### config.mk
export PLATFORM = sky130hd
export DESIGN_NAME = cm_loader
export DESIGN_NICKNAME = d
export VERILOG_FILES = /design/src/rtl/cm_loader_pkg.sv /design/src/rtl/cm_loader_parity_chk.sv /design/src/rtl/cm_loader.sv
export SDC_FILE = /design/constraint.sdc
export NUM_CORES = 1
export LEC_CHECK = 0
export CAP_MARGIN = 20
export CORE_MARGIN = 1
export CORE_UTILIZATION = 36
export CTS_CLUSTER_DIAMETER = 150
export DETAILED_ROUTE_END_ITERATION = 10
export GPL_TIMING_DRIVEN = 0
export PLACE_DENSITY = 0.77
export SLEW_MARGIN = 20
export SYNTH_ARGS = -nofsm -noshare
export SYNTH_HDL_FRONTEND = slang
export SYNTH_SLANG_ARGS = --single-unit
### constraint.sdc
create_clock -name clk -period 1.54 [get_ports clk]
set_input_delay 0.154 -clock clk [delete_from_list [all_inputs] [get_ports clk]]
set_output_delay 0.154 -clock clk [all_outputs]
set_load 0.02 [all_outputs]
### src/rtl/cm_loader_pkg.sv
// -----------------------------------------------------------------------------
// cm_loader_pkg
// Shared definitions for the configuration-memory loader.
//   CM_WORD_WIDTH : width of one cmem word, {op[23:0], routing[27:0]}
//   ADDR_LEN      : width of the configuration address
//   CM_LOCAL_SEL  : value of addr[18:17] that targets the local cmem
//   cm_state_e    : loader FSM states
//   cm_is_local() : decodes the local-cmem select field of an address
// -----------------------------------------------------------------------------
package cm_loader_pkg;

    localparam int CM_WORD_WIDTH = 52;
    localparam int ADDR_LEN      = 19;
    localparam int WORD_COUNT_W  = 4;

    localparam logic [1:0] CM_LOCAL_SEL = 2'b00;

    typedef enum logic [2:0] {
        IDLE   = 3'd0,
        LOAD   = 3'd1,
        LOADED = 3'd2,
        ARM    = 3'd3,
        RUN    = 3'd4
    } cm_state_e;

    function automatic logic cm_is_local(input logic [ADDR_LEN-1:0] addr);
        return addr[ADDR_LEN-1 -: 2] == CM_LOCAL_SEL;
    endfunction

endpackage

### src/rtl/cm_loader_parity_chk.sv
// -----------------------------------------------------------------------------
// cm_parity_chk
// Combinational even-parity check of one configuration word. The sender's
// parity bit makes the total count of ones (data plus parity) even, so the
// word is good when the XOR-reduce of the data equals the parity bit.
// Ports:
//   data      in  CM_WORD_WIDTH  configuration word
//   parity    in  1              sender's even-parity bit
//   parity_ok out 1              1 when data and parity agree
// -----------------------------------------------------------------------------
module cm_parity_chk
    import cm_loader_pkg::*;
(
    input  logic [CM_WORD_WIDTH-1:0] data,
    input  logic                     parity,
    output logic                     parity_ok
);

    assign parity_ok = ((^data) == parity);

endmodule

### src/rtl/cm_loader.sv
// -----------------------------------------------------------------------------
// cm_loader
// Accepts configuration words over a valid/ready handshake and forwards them,
// registered, to the cmem port (RDWEN is active-low write). It also sequences a
// two-stage execute enable once start_exec is raised.
//
// Optional feature: define CM_LOADER_PARITY_EN to add cfg_parity / parity_err.
// Words failing the even-parity check are accepted but not written, and set
// the sticky parity_err flag.
//
// Ports:
//   clk                        in   sole clock, rising edge
//   rstn                       in   asynchronous active-low reset
//   chip_en                    in   global enable; 0 freezes the FSM
//   start_exec                 in   execute request (level)
//   cfg_valid / cfg_ready      in/out  word handshake
//   cfg_addr                   in   target address, [18:17]==00 -> local cmem
//   cfg_data / cfg_bit_en      in   word and bit enables
//   cfg_last                   in   final word of a load
//   wr_en_shifted              out  cmem RDWEN, 0 = write
//   cm_data_shifted            out  registered word
//   cm_bit_en_shifted          out  registered bit enables
//   address_out                out  registered address of last accepted word
//   start_exec_shifted         out  first execute stage (ARM and RUN)
//   start_exec_shifted_shifted out  second execute stage (RUN)
//   load_done                  out  a complete load is waiting for execute
//   word_count                 out  accepted words in current load, sat. 15
//   cfg_parity                 in   (CM_LOADER_PARITY_EN) even parity bit
//   parity_err                 out  (CM_LOADER_PARITY_EN) sticky error flag
// -----------------------------------------------------------------------------
module cm_loader
    import cm_loader_pkg::*;
(
    input  logic                     clk,
    input  logic                     rstn,
    input  logic                     chip_en,
    input  logic                     start_exec,
    input  logic                     cfg_valid,
    output logic                     cfg_ready,
    input  logic [ADDR_LEN-1:0]      cfg_addr,
    input  logic [CM_WORD_WIDTH-1:0] cfg_data,
    input  logic [CM_WORD_WIDTH-1:0] cfg_bit_en,
    input  logic                     cfg_last,
    output logic                     wr_en_shifted,
    output logic [CM_WORD_WIDTH-1:0] cm_data_shifted,
    output logic [CM_WORD_WIDTH-1:0] cm_bit_en_shifted,
    output logic [ADDR_LEN-1:0]      address_out,
    output logic                     start_exec_shifted,
    output logic                     start_exec_shifted_shifted,
    output logic                     load_done,
    output logic [WORD_COUNT_W-1:0]  word_count
`ifdef CM_LOADER_PARITY_EN
    ,
    input  logic                     cfg_parity,
    output logic                     parity_err
`endif
);

    cm_state_e                state_reg;
    cm_state_e                state_next;
    logic                     rst_done_reg;
    logic                     cfg_phase;
    logic                     xfer;
    logic                     word_ok;
    logic [WORD_COUNT_W-1:0]  word_count_reg;
    logic [WORD_COUNT_W-1:0]  word_count_next;
    logic                     wr_en_reg;
    logic [CM_WORD_WIDTH-1:0] data_reg;
    logic [CM_WORD_WIDTH-1:0] bit_en_reg;
    logic [ADDR_LEN-1:0]      addr_reg;

    // ---------------------------------------------------------------- parity
`ifdef CM_LOADER_PARITY_EN
    logic parity_err_reg;

    cm_parity_chk u_parity_chk (
        .data      (cfg_data),
        .parity    (cfg_parity),
        .parity_ok (word_ok)
    );

    always_ff @(posedge clk or negedge rstn) begin
        if (!rstn) begin
            parity_err_reg <= 1'b0;
        end else if (xfer) begin
            // A bad word sets the flag even if it is also the first word of
            // a new load; otherwise starting a load from IDLE clears it.
            if (!word_ok) begin
                parity_err_reg <= 1'b1;
            end else if (state_reg == IDLE) begin
                parity_err_reg <= 1'b0;
            end
        end
    end

    assign parity_err = parity_err_reg;
`else
    assign word_ok = 1'b1;
`endif

    // ------------------------------------------------------------ handshake
    // rst_done_reg keeps cfg_ready low until the first edge after reset is
    // released, so no output can move before that edge. start_exec has
    // priority over a simultaneous word.
    assign cfg_phase = (state_reg == IDLE) || (state_reg == LOAD) || (state_reg == LOADED);
    assign cfg_ready = rst_done_reg & chip_en & ~start_exec & cfg_phase;
    assign xfer      = cfg_valid & cfg_ready;

    always_ff @(posedge clk or negedge rstn) begin
        if (!rstn) begin
            rst_done_reg <= 1'b0;
        end else begin
            rst_done_reg <= 1'b1;
        end
    end

    // ------------------------------------------------------------------ FSM
    always_ff @(posedge clk or negedge rstn) begin
        if (!rstn) begin
            state_reg <= IDLE;
        end else begin
            state_reg <= state_next;
        end
    end

    always_comb begin
        state_next = state_reg;
        if (chip_en) begin
            unique case (state_reg)
                IDLE, LOAD, LOADED: begin
                    if (start_exec) begin
                        state_next = ARM;
                    end else if (xfer) begin
                        state_next = cfg_last ? LOADED : LOAD;
                    end
                end
                ARM:     state_next = start_exec ? RUN : IDLE;
                RUN:     state_next = start_exec ? RUN : IDLE;
                default: state_next = IDLE;
            endcase
        end
    end

    // ----------------------------------------------------------- word count
    // A transfer from anywhere other than LOAD begins a new load.
    always_comb begin
        word_count_next = word_count_reg;
        if (xfer) begin
            if (state_reg == LOAD) begin
                word_count_next = (word_count_reg == {WORD_COUNT_W{1'b1}}) ?
                                  word_count_reg : word_count_reg + 1'b1;
            end else begin
                word_count_next = {{(WORD_COUNT_W-1){1'b0}}, 1'b1};
            end
        end
    end

    always_ff @(posedge clk or negedge rstn) begin
        if (!rstn) begin
            word_count_reg <= '0;
        end else begin
            word_count_reg <= word_count_next;
        end
    end

    // ------------------------------------------------------------- datapath
    // The write strobe is a single-cycle pulse per accepted local word; data
    // and address hold their last value between transfers.
    always_ff @(posedge clk or negedge rstn) begin
        if (!rstn) begin
            wr_en_reg  <= 1'b1;
            data_reg   <= '0;
            bit_en_reg <= '0;
            addr_reg   <= '0;
        end else begin
            wr_en_reg <= 1'b1;
            if (xfer) begin
                data_reg   <= cfg_data;
                bit_en_reg <= cfg_bit_en;
                addr_reg   <= cfg_addr;
                wr_en_reg  <= ~(cm_is_local(cfg_addr) & word_ok);
            end
        end
    end

    // -------------------------------------------------------------- outputs
    assign wr_en_shifted              = wr_en_reg;
    assign cm_data_shifted            = data_reg;
    assign cm_bit_en_shifted          = bit_en_reg;
    assign address_out                = addr_reg;
    assign word_count                 = word_count_reg;
    assign load_done                  = (state_reg == LOADED);
    assign start_exec_shifted         = (state_reg == ARM) || (state_reg == RUN);
    assign start_exec_shifted_shifted = (state_reg == RUN);

endmodule
# ---- Word level (Yosys, flattened, before mapping)
# Index checks and enable logic that the tools add are counted.
dict set report totals {
  reg_bits 132
  output_inout_bits 132
  latch_bits 0
  input_bits 129
  ram_bits 0
  rom_bits 0
  memories 0
}
dict set report classes {
  reduce_logical 9
  n_addsub 1
  eq_ne 7
  div 0
  multipliers 0
  magnitude_cmp 0
  muxes 8
  bitwise 6
  shift 0
}
# cell n
set op_table {}
lappend op_table {{3-bit 2-to-1 mux} 3}
lappend op_table {{4-bit 2-to-1 mux} 2}
lappend op_table {{3-bit by 2-bit == test with 1-bit output, second input constant} 2}
lappend op_table {{3-bit case mux with 2 select lines} 1}
lappend op_table {{4-bit by 1-bit adder with 4-bit output, second input constant} 1}
lappend op_table {{1-bit bitwise AND} 4}
lappend op_table {{4-bit == test, second input constant} 1}
lappend op_table {{2-bit AND reduction} 2}
lappend op_table {{3-bit by 1-bit == test with 1-bit output, second input constant} 1}
lappend op_table {{3-bit == test, second input constant} 1}
lappend op_table {{3-bit zero test} 1}
lappend op_table {{1-bit logical OR} 3}
lappend op_table {{3-bit inequality test, second input constant} 1}
lappend op_table {{3-bit OR reduction} 1}
lappend op_table {{2-bit zero test} 1}
lappend op_table {{2-bit 2-to-1 mux} 1}
lappend op_table {{2-bit inequality test, second input constant} 1}
lappend op_table {{1-bit NOT} 2}
lappend op_table {{2-bit OR reduction} 1}
lappend op_table {{1-bit 2-to-1 mux} 1}

# ---- Longest topological paths before layout
dict set report logic_depth {
  ltp_word 8
  ltp_mapped 7
  ltp_nobuf 5
}

# ---- Least setup slack after synthesis
# Ideal clock, no wire load.
dict set report synth_path {
  path_kind {reg2reg}
  startpoint {register state_reg[2]}
  endpoint {register state_reg[2]}
  path_buffers 0
  path_stages_with_launch 5
  setup_slack_ps -75
  period_less_slack_ps 1615
  arrival_ps 1533
  cell_sequence {dfrtp_1 nor3b_1 o21bai_1 nand3_1 o21ai_0}
}
dict set report synth_between {
  elab_cells_between_ends 14
}
# item line_no
set synth_rtl {}
lappend synth_rtl {{start, declared} cm_loader.sv:59} ;# cm_state_e state_reg;
lappend synth_rtl {{start signal, assigned} cm_loader.sv:122} ;# state_reg <= state_next;
lappend synth_rtl {{3-bit == test} --}
lappend synth_rtl {{via start_exec_shifted_shifted} cm_loader.sv:49} ;# output logic start_exec_shifted_shifted,
lappend synth_rtl {{2-bit OR reduction (no source line)} --}
lappend synth_rtl {{3-bit case mux with 2 select lines} cm_loader.sv:129} ;# unique case (state_reg)
# The timed path passes the listed nets, and every way through them passes these cells.
# A chain may end at the register's enable or synchronous reset.

# ---- Worst setup path in the final report
dict set report layout_path {
  startpoint {register state_reg[1]}
  endpoint {register wr_en_reg, in the netlist wr_en_shifted}
}
dict set report layout_between {
  elab_chain_cells 6
  elab_cells_between_ends 8
}
# item line_no
set layout_rtl {}
lappend layout_rtl {{3-bit by 1-bit == test with 1-bit output / 3-bit zero test (equally long branches)} cm_loader.sv:105} ;# assign cfg_phase = (state_reg == IDLE) || (state_reg == LOAD) || (state_reg == LOADED);
lappend layout_rtl {{1-bit logical OR} cm_loader.sv:105}
lappend layout_rtl {{1-bit logical OR (*)} cm_loader.sv:105}
lappend layout_rtl {{1-bit bitwise AND (*)} cm_loader.sv:106} ;# assign cfg_ready = rst_done_reg & chip_en & ~start_exec & cfg_phase;
lappend layout_rtl {{1-bit bitwise AND (*)} cm_loader.sv:107} ;# assign xfer = cfg_valid & cfg_ready;
lappend layout_rtl {{1-bit 2-to-1 mux (*)} cm_loader.sv:177} ;# if (xfer) begin
lappend layout_rtl {{end signal, assigned} cm_loader.sv:181} ;# wr_en_reg <= ~(cm_is_local(cfg_addr) & word_ok);
lappend layout_rtl {{end, declared} cm_loader.sv:67} ;# logic wr_en_reg;
# Every way passes the cells marked *; elsewhere a longest branch is shown, timed or not.

==> results.yml <==
floorplanning:
  fp.dieW_um: 121
  initial_core_util: 0.375
  core_um2: 13500
  top_level_ports: 261
  row_count: 42
  fp.dieH_um: 121
  dieArea_um2: 14600
logic_synthesis:
  synth_top_family_by_area: "simple AND/OR/NAND/NOR gates"
  ys.warnings.count: 0
  ys_ff_latch: 132
  synth_xor_area_frac: 0
  yosysMostFrequentCell: "nand2_1"
  synth_edf_count: 0
  synthCells: 572
  yosys-top-cells-count: "nand2_1, dfrtp_1, clkbuf_1"
  synth_area_um2: 5070
  ys_types: 26
  muxShareOfSynthArea: 0
  synthesis.nets: 702
  synthTopCellsByArea: "dfrtp_1, nand2_1, clkbuf_1, buf_2, o21ai_0"
  synthArstFlopShare: 1.00
  synth_ff_type: "dfrtp_1"
  synth-compound-area-share: 0.0178
  avgSynthCellArea_um2: 8.86
  synth_fa_ha_area_frac: 0.00247
  synth-simple-area-share: 0.301
  synth_top_area_frac: 0.647
  synth-seq-area-share: 0.652
  yosys.area.top_type: "dfrtp_1"
global_route:
  grt_max_degree: 82
  gr-total-overflow: 0
  grt_pass1_wl_um: 24200
  antenna_found_initial: 0
  grtUsageTotal: 0.219
  grt_pass1_vias: 4791
timing:
  finClkSkew_ns: 0.00711
  rsz0062_at_grt: "true"
  drv_slew: 0
  period_share: 1.12
  worst_slack_ns: -0.182
  setup_viol: 127
  min_period_ns: 1.72
  hold_violations: 0
  whs_ns: 0.246
  max_freq_ghz: 0.581
drt:
  vias: 4765
  antenna_left: 0
  drt_iter0_drc: 325
  drc: 0
  vias_per_cell: 4.52
  drtPass1Iterations: 8
  detail_route.wl_per_cell_um: 14.6
  wirelength_um: 15400
setup_path:
  worstPathMaxFanout: 5
  critPathBufInv: 2
  setup.worst_path.end_class: "flop"
  startpoint_type: "flop"
  path_class: "reg2reg"
  slowest_stage: "or4b_4"
  critPathTopFamily: "simple AND/OR/NAND/NOR gates"
  max_stage_delay_ns: 0.48
  path_cells: "nand2_2 > or4b_4 > buf_8 > buf_12 > or3_4"
  required_ns: 1.87
  worst_ep_arrival_time_ns: 2.05
placement:
  gp_congestion: 0.733
  dp_hpwl_um: 10500
  port_buffers: 260
finish:
  drive_above_1_share: 0.135
  antenna_cells: 0
  areaGrowthSynthToFinish_pct: 78.4
  final_nets: 996
  fillers: 1116
  final_core_util: 0.670
power:
  ir_drop_mv: 0.937
  power_frac_seq: 0.345
  switching_share: 0.375
  combPwrFrac: 0.419
  p_sw_mw: 6.64
  p_int_mw: 11.0
  p_per_area_nw_per_um2: 1960
  cellLeakagePower_nw: 5.10
  clockPowerShare: 0.236
  power_mw: 17.7
clock_network:
  root_buffer: "clkbuf_16"
  clock_sinks: 132
  tritoncts: "done"
  clk_path_buf_depth: 2
  htree_levels: 4
  path_clk_slew_ns: 0.06
  clk-insertion-delay-late_ns: 0.42
  cts_buffers: 17
outcome:
  status: "complete, but fails checks"
  violations: "setup timing"
flow_run:
  cap_violations: 0
worst_hold_path:
  min_path_type: "in2async"
## per-stage QoR
stage          TNS [ns]  setup slack, ns  cells  cell area (µm²)
2_1_floorplan     -1.71          -0.0555    572             5080
4_1_cts          -14.50           -0.191   1049             8620
6_report         -14.37           -0.182   1055             9040
3_3_place_gp    -734.82            -5.07   1008             7900
3_5_place_dp     -68.05           -0.622   1009             7940
5_1_grt          -22.16           -0.242   1055             9040
## worst register-to-register path, cell delays in order (launching register included)
cell and delay [ns]:
dfrtp_2 0.44, nand2_2 0.09, or4b_4 0.48, buf_8 0.16, buf_12 0.14, or3_4 0.32
## area by class of cell
class	count	area, µm²	share of cell area
timing repair buffer	277	2840	0.314
inverter	3	11.3	0.00125
buffer	26	275	0.0304
tap	176	220	0.0244
clock buffer	24	492	0.0544
clock inverter	8	123	0.0136
multi-input combinational	409	1770	0.196
sequential	132	3310	0.366
## power by group through the flow
| stage | clock [mW] | combinational, mW | sequential (mW) |
|---|---|---|---|
| floorplan | 0 | 1.54 | 8.14 |
| finish | 4.17 | 7.41 | 6.10 |
| detailed placement | 0 | 7.96 | 6.11 |
| CTS | 4.25 | 7.32 | 6.02 |
| global route | 4.43 | 8.00 | 6.32 |
| global placement | 0 | 7.88 | 6.06 |
## layout by cell type, fill, tap and decap left out, types with 2 or more instances in the layout
master,count
dfrtp_2,3
clkinvlp_4,3
nand2_2,23
dlymetal6s2s_1,37
dfrtp_1,128
a21oi_1,5
o21ai_0,5
nand2_1,344
buf_8,8
nand2_4,6
clkbuf_1,3
clkbuf_16,20
buf_4,10
clkinv_2,2
inv_1,2
buf_6,5
dlygate4sd2_1,90
nand3_1,3
clkdlybuf4s50_1,128
nor2_1,4
clkbuf_2,3
clkbuf_8,5
buf_12,6
buf_2,4
clkbuf_4,5
bufinv_16,3
## metal layers
| layer | share of wire | routed length, µm | track usage | up-vias |
|---|---|---|---|---|
| li1 | - | - | - | 2343 |
| met1 | 0.42 | 6450 | 0.267 | 2228 |
| met2 | 0.50 | 7730 | 0.365 | 165 |
| met3 | 0.057 | 873 | 0.0557 | 29 |
| met4 | 0.024 | 367 | 0.101 | 0 |
| met5 | 0 | 0 | 0 | - |
## repair_timing
action / CTS / global route
resized for setup: 155 / 111
cloned: 1 / 3
endpoints found under the hold margin: 51 / 0
setup endpoints to repair: 222 / 168
setup buffers: 6 / 6
hold buffers: 1 / 0
pin swaps: 0 / 34
## final timing paths
kind	start	to	slack (ns)	cells past startpoint
hold reg to reg	cm_data_shifted[45]$_DFFE_PN0P_	cm_data_shifted[45]$_DFFE_PN0P_	0.46	2
hold / removal	rstn	cm_data_shifted[13]$_DFFE_PN0P_	0.25	2
setup reg to reg	state_reg[1]$_DFFE_PN0P_	wr_en_shifted$_DFF_PN1_	-0.18	5
min in group clk	cfg_data[15]	cm_data_shifted[15]$_DFFE_PN0P_	0.26	3
max in group asynchronous	rstn	wr_en_shifted$_DFF_PN1_	0.51	3
setup / recovery	state_reg[1]$_DFFE_PN0P_	wr_en_shifted$_DFF_PN1_	-0.18	5
## logic make-up after synthesis
| family | Yosys count |
|---|---|
| compound gates | 16 |
| buf+inv | 31 |
| fa+ha+maj | 1 |
| other cells | 1 |
| flops | 132 |
| simple gates | 391 |
Note: power is estimated with default switching activity, not from simulation.
